<file path="config.mk">
export PLATFORM = sky130hd
export DESIGN_NAME = hamming_accum
export DESIGN_NICKNAME = d
export VERILOG_FILES = /design/src/rtl/hamming_pkg.sv /design/src/rtl/hamming_accum_popcount.sv /design/src/rtl/hamming_accum.sv
export SDC_FILE = /design/constraint.sdc
export NUM_CORES = 1
export LEC_CHECK = 0
export CAP_MARGIN = 40
export CORE_ASPECT_RATIO = 1.75
export CORE_MARGIN = 3
export CORE_UTILIZATION = 45
export CTS_CLUSTER_SIZE = 8
export DETAILED_ROUTE_END_ITERATION = 8
export GPL_TIMING_DRIVEN = 0
export HOLD_SLACK_MARGIN = 0.03
export PLACE_DENSITY = 0.81
export SETUP_SLACK_MARGIN = 0.02
export SLEW_MARGIN = 0
export SYNTH_ARGS = -nofsm -noshare
export SYNTH_HDL_FRONTEND = slang
export SYNTH_SLANG_ARGS = --single-unit
</file>
<file path="constraint.sdc">
create_clock -name clk -period 4.7 [get_ports clk]
set_clock_uncertainty 0.15 [all_clocks]
set_input_delay 1.41 -clock clk [delete_from_list [all_inputs] [get_ports clk]]
set_output_delay 1.41 -clock clk [all_outputs]
set_load 0.02 [all_outputs]
</file>
<file path="src/rtl/hamming_pkg.sv">
// Shared definitions for the Hamming-distance accumulator slice:
// FSM state encoding, default sizing constants and a ceil-log2 helper.
package hamming_pkg;

  typedef enum logic [1:0] {
    IDLE = 2'd0,
    ACC  = 2'd1,
    DONE = 2'd2
  } state_t;

  localparam int unsigned DEF_WIDTH     = 4;
  localparam int unsigned DEF_MAX_WORDS = 16;

  // Number of bits needed to represent values 0 .. v-1 (ceil(log2(v))).
  function automatic int unsigned clog2(input int unsigned v);
    int unsigned r;
    r = 0;
    for (int unsigned i = 0; i < 32; i++) begin
      if ((64'(1) << i) < 64'(v)) r = i + 1;
    end
    return r;
  endfunction

endpackage

</file>
<file path="src/rtl/hamming_accum_popcount.sv">
// Combinational population count of one difference vector.
module popcount_w
  import hamming_pkg::*;
#(
  parameter int unsigned WIDTH = DEF_WIDTH,
  parameter int unsigned POP_W = clog2(WIDTH + 1)
) (
  input  logic [WIDTH-1:0] bits,
  output logic [POP_W-1:0] count
);

  // Sum the individual bits of the vector.
  always_comb begin
    count = '0;
    for (int unsigned i = 0; i < WIDTH; i++) begin
      count = count + POP_W'(bits[i]);
    end
  end

endmodule

</file>
<file path="src/rtl/hamming_accum.sv">
// Frame-level Hamming distance accumulator. Sums popcount(diff) over a
// frame of XOR difference vectors, counts the words, and presents the
// result with an all-equal and a truncation flag on a valid/ready output.
module hamming_accum
  import hamming_pkg::*;
#(
  parameter int unsigned WIDTH     = DEF_WIDTH,
  parameter int unsigned MAX_WORDS = DEF_MAX_WORDS,
  parameter int unsigned CNT_W     = clog2(MAX_WORDS + 1),
  parameter int unsigned SUM_W     = clog2(WIDTH * MAX_WORDS + 1)
) (
  input  logic             clk,
  input  logic             reset,
  input  logic [WIDTH-1:0] diff,
  input  logic             in_valid,
  input  logic             in_last,
  output logic             in_ready,
  output logic             out_valid,
  input  logic             out_ready,
  output logic [SUM_W-1:0] distance,
  output logic [CNT_W-1:0] word_count,
  output logic             equal,
  output logic             truncated
);

  localparam int unsigned POP_W = clog2(WIDTH + 1);

  state_t             state;
  logic [POP_W-1:0]   pop;
  logic [SUM_W-1:0]   sum_q;
  logic [CNT_W-1:0]   count_q;
  logic [SUM_W-1:0]   sum_next;
  logic [CNT_W-1:0]   count_next;
  logic               accept;
  logic               hit_max;

  popcount_w #(
    .WIDTH (WIDTH),
    .POP_W (POP_W)
  ) u_popcount (
    .bits  (diff),
    .count (pop)
  );

  // Next accumulator/counter values; IDLE starts a fresh frame from zero.
  always_comb begin
    accept     = in_valid & in_ready;
    sum_next   = ((state == ACC) ? sum_q : '0) + SUM_W'(pop);
    count_next = ((state == ACC) ? count_q : '0) + CNT_W'(1);
    hit_max    = (count_next == CNT_W'(MAX_WORDS));
  end

  // Frame FSM with accumulator, word counter and registered outputs.
  always_ff @(posedge clk) begin
    if (reset) begin
      state     <= IDLE;
      sum_q     <= '0;
      count_q   <= '0;
      out_valid <= 1'b0;
      in_ready  <= 1'b1;
      equal     <= 1'b0;
      truncated <= 1'b0;
    end else begin
      case (state)
        IDLE: begin
          if (accept) begin
            sum_q   <= sum_next;
            count_q <= count_next;
            if (in_last) begin
              state     <= DONE;
              out_valid <= 1'b1;
              in_ready  <= 1'b0;
              equal     <= (sum_next == '0);
              truncated <= 1'b0;
            end else begin
              state <= ACC;
            end
          end
        end
        ACC: begin
          if (accept) begin
            sum_q   <= sum_next;
            count_q <= count_next;
            if (in_last || hit_max) begin
              state     <= DONE;
              out_valid <= 1'b1;
              in_ready  <= 1'b0;
              equal     <= (sum_next == '0);
              truncated <= hit_max & ~in_last;
            end
          end
        end
        DONE: begin
          if (out_ready) begin
            state     <= IDLE;
            sum_q     <= '0;
            count_q   <= '0;
            out_valid <= 1'b0;
            in_ready  <= 1'b1;
            equal     <= 1'b0;
            truncated <= 1'b0;
          end
        end
        default: begin
          state     <= IDLE;
          out_valid <= 1'b0;
          in_ready  <= 1'b1;
        end
      endcase
    end
  end

  assign distance   = sum_q;
  assign word_count = count_q;

endmodule

</file>
==> impl_metrics.toml <==
[setup_path]
critPathArrivalTime_ns = 4.42
slowest_stage = "fa_1"
critPathMaxFanout = 6
worst-path-buf-inv = 3
cpPeakStageDelay_ns = 0.48
crit_chain = "clkdlybuf4s50_1 > ha_1 > inv_1 > fa_1 > inv_1 > ha_1 > fa_1 > a21o_1 > or4_1 > a21oi_1 > nor3_1 > o32ai_2"
end_kind = "register"
worstSetupStartpointType = "input port"
required_ns = 4.72
criticalPathCategory = "input port to register"
cpLargestDelayFamily = "adder cells"

[power]
finalPower_uw = 352
power_leakage_uw = 0.000530
ir_worst_vdd_uv = 193
cellPowerDensity_nw_per_um2 = 251

[synth]
synth_area_sq_um = 1100
yosys.area.top_type = "dfxtp_1"
ys_seq_area_frac = 0.327
synth_fp_nets = 152
ys_top_cells_by_area = "dfxtp_1 33%, ha_1 6.8%, a21oi_1 6.4%"
synth_edf_count = 0
ys_warn_count = 0
synthDistinctLibCells = 35
synth-seq-cells = 18
syn_area_per_cell_sq_um = 8.16
synthArstFlopShare = 0
synth_cells = 135
synth_top_area_frac = 0.327
synthFlopType = "dfxtp_1"

[cts]
cts_setup_buffers = 0
clkSinkCount = 18
cts.path.max_buffers = 2
clockRootBuffer = "clkbuf_8"
clk_pin_slew_ns = 0.06
htree_levels = 1
cts_resized = 0
cts_hold_buf = 0
clock_latency_ns = 0.26
cts-buffers-inserted = 3
cts_tree = "yes"

[floorplanning]
start_util = 0.478
pin_count = 25
dieArea_sq_um = 3100
num_rows = 23
die_h_microns = 71.4
core_area_sq_um = 2300
die-width_microns = 43.4

[detailed_routing]
routed_wl_mm = 2.75
drt_iter0_markers = 50
avgViaCountPerCell = 5.92
wire_per_inst_microns = 14.8
drt-pass1-iter-count = 4
routed-via-count = 1102
ant_nets = 0
drc = 0

[layout]
num_antenna_cells = 0
fillers = 211
synthToLayoutAreaGrowth_pct = 27.5
final_cells = 186
nets = 180
multi_input_area_sq_um = 678
drive_gt1_frac = 0.0559
regArea_sq_um = 360

[job]
maxCapViolCount = 0

[global_route]
antenna_found_initial = 0
grt_remaining_overflow = 0
grt_usage = 0.195
grt_max_degree = 11
grt_pass1_wl_mm = 4.69
first_global_vias = 1115

[placed_design]
portBuffers = 23
dp.cells = 183
routabilityCongestion = 0.859
hpwl_mm = 2.12

[sta]
fin_crit_ns = 4.40
rsz0062_at_grt = "false"
setup_viol = 0
slew_headroom = 0.457
fin_crit_sh = 0.937
slew_violations = 0
finalHoldViolCount = 0
worstMarginPinSlew_ns = 0.810
max_clock_freq_mhz = 227
tns_ns = 0

[run_status]
outcome = "finished, final reports clean"

[min_path]
min-delay-path-class = "register to register"
==> flip-flops by register name (all words and copies together) (netlist names) <==
| signal | flops |
|---|---|
| word_count | 5 |
| in_ready | 1 |
| distance | 7 |
| truncated | 1 |
| out_valid | 1 |
| state | 2 |
| equal | 1 |
==> layer usage <==
metal  track usage  wire length [microns]  up-vias
met5             0                      0        -
met4         0.101                     67        0
met3        0.0201                    113        7
met2         0.381                   1540       34
met1         0.190                   1020      523
li1              -                      -      538
==> worst reg2reg max path, cell delays in order, from the launching register on <==
cell,delay (ns)
dfxtp_1,0.30
buf_2,0.19
inv_1,0.10
nor2_1,0.39
and2_1,0.20
ha_1,0.18
fa_1,0.45
or4_1,0.47
or3_1,0.37
o32ai_2,0.19
==> through the flow <==
| stage | hold WS, ns | util | setup WS, ns | instance area, sq um |
|---|---|---|---|---|
| after floorplan | 0.393 | - | 0.615 | 1100 |
| after global placement | 0.301 | 0.592 | 0.0955 | 1360 |
| after detailed placement | 0.309 | 0.592 | 0.0104 | 1360 |
| after CTS | 0.329 | 0.610 | 0.278 | 1400 |
| after global routing | 0.347 | 0.610 | 0.0778 | 1400 |
| final | 0.332 | 0.610 | 0.297 | 1400 |
==> final timing paths <==
check | from | end | slack, ns | cells after the start
worst min register to register | out_valid | out_valid | 0.33 | 1
worst max-delay path | diff[1] | equal | 0.30 | 12
worst max register to register | state[0] | equal | 1.62 | 9
worst min-delay path | out_valid | out_valid | 0.33 | 1
==> synthesized netlist by cell type (all sizes together) (2+ instances only) <==
library cell,number
xnor2,2
a31oi,3
and2,7
a311oi,3
or4,2
a22oi,4
nand2,8
clkbuf,2
inv,8
a21oi,14
nand2b,2
o21a,3
buf,4
or3,2
o21ai,6
nor3,4
nor2,15
xor2,2
dfxtp,18
a21o,3
fa,2
nand3,4
nor3b,2
ha,6
==> power by group <==
part	switching [uW]	leakage, uW	internal [uW]	total (uW)
Clock	50.0	0.0000216	57.0	107
Combinational	46.2	0.000362	34.9	81.1
Sequential	4.27	0.000146	159	164
Total	100	0.000530	251	352
==> cell families after synthesis <==
kind of cell,count (synthesis),synth area share
compound gates,41,0.247
xor+xnor,4,0.0318
fa+ha+maj,8,0.105
buf+inv,14,0.0568
flops,18,0.327
simple gates,50,0.233
==> area by class of cell <==
class,count,share of cell area
multi-input cells,103,0.483
flip-flops and latches,18,0.257
repair buffers,23,0.164
clock buffers,3,0.0294
plain buffers,6,0.0232
well taps,25,0.0223
inverters,8,0.0214
==> cells in the final DEF, fill, tap and decap left out, types with 2 or more instances in the layout <==
cell / instances
nand2b_1: 2
a21oi_1: 14
clkdlybuf4s50_1: 23
inv_1: 8
nor3_1: 4
and2_1: 7
xnor2_1: 2
a21o_1: 3
or4_1: 2
nor3b_1: 2
o21a_1: 3
clkbuf_8: 3
a311oi_1: 3
nor2_1: 15
a22oi_1: 4
fa_1: 2
nand3_1: 4
a31oi_1: 3
clkbuf_1: 2
or3_1: 2
xor2_1: 2
nand2_1: 8
buf_2: 2
ha_1: 6
dfxtp_1: 18
o21ai_0: 6
Note: power is estimated with default switching activity, not from simulation.
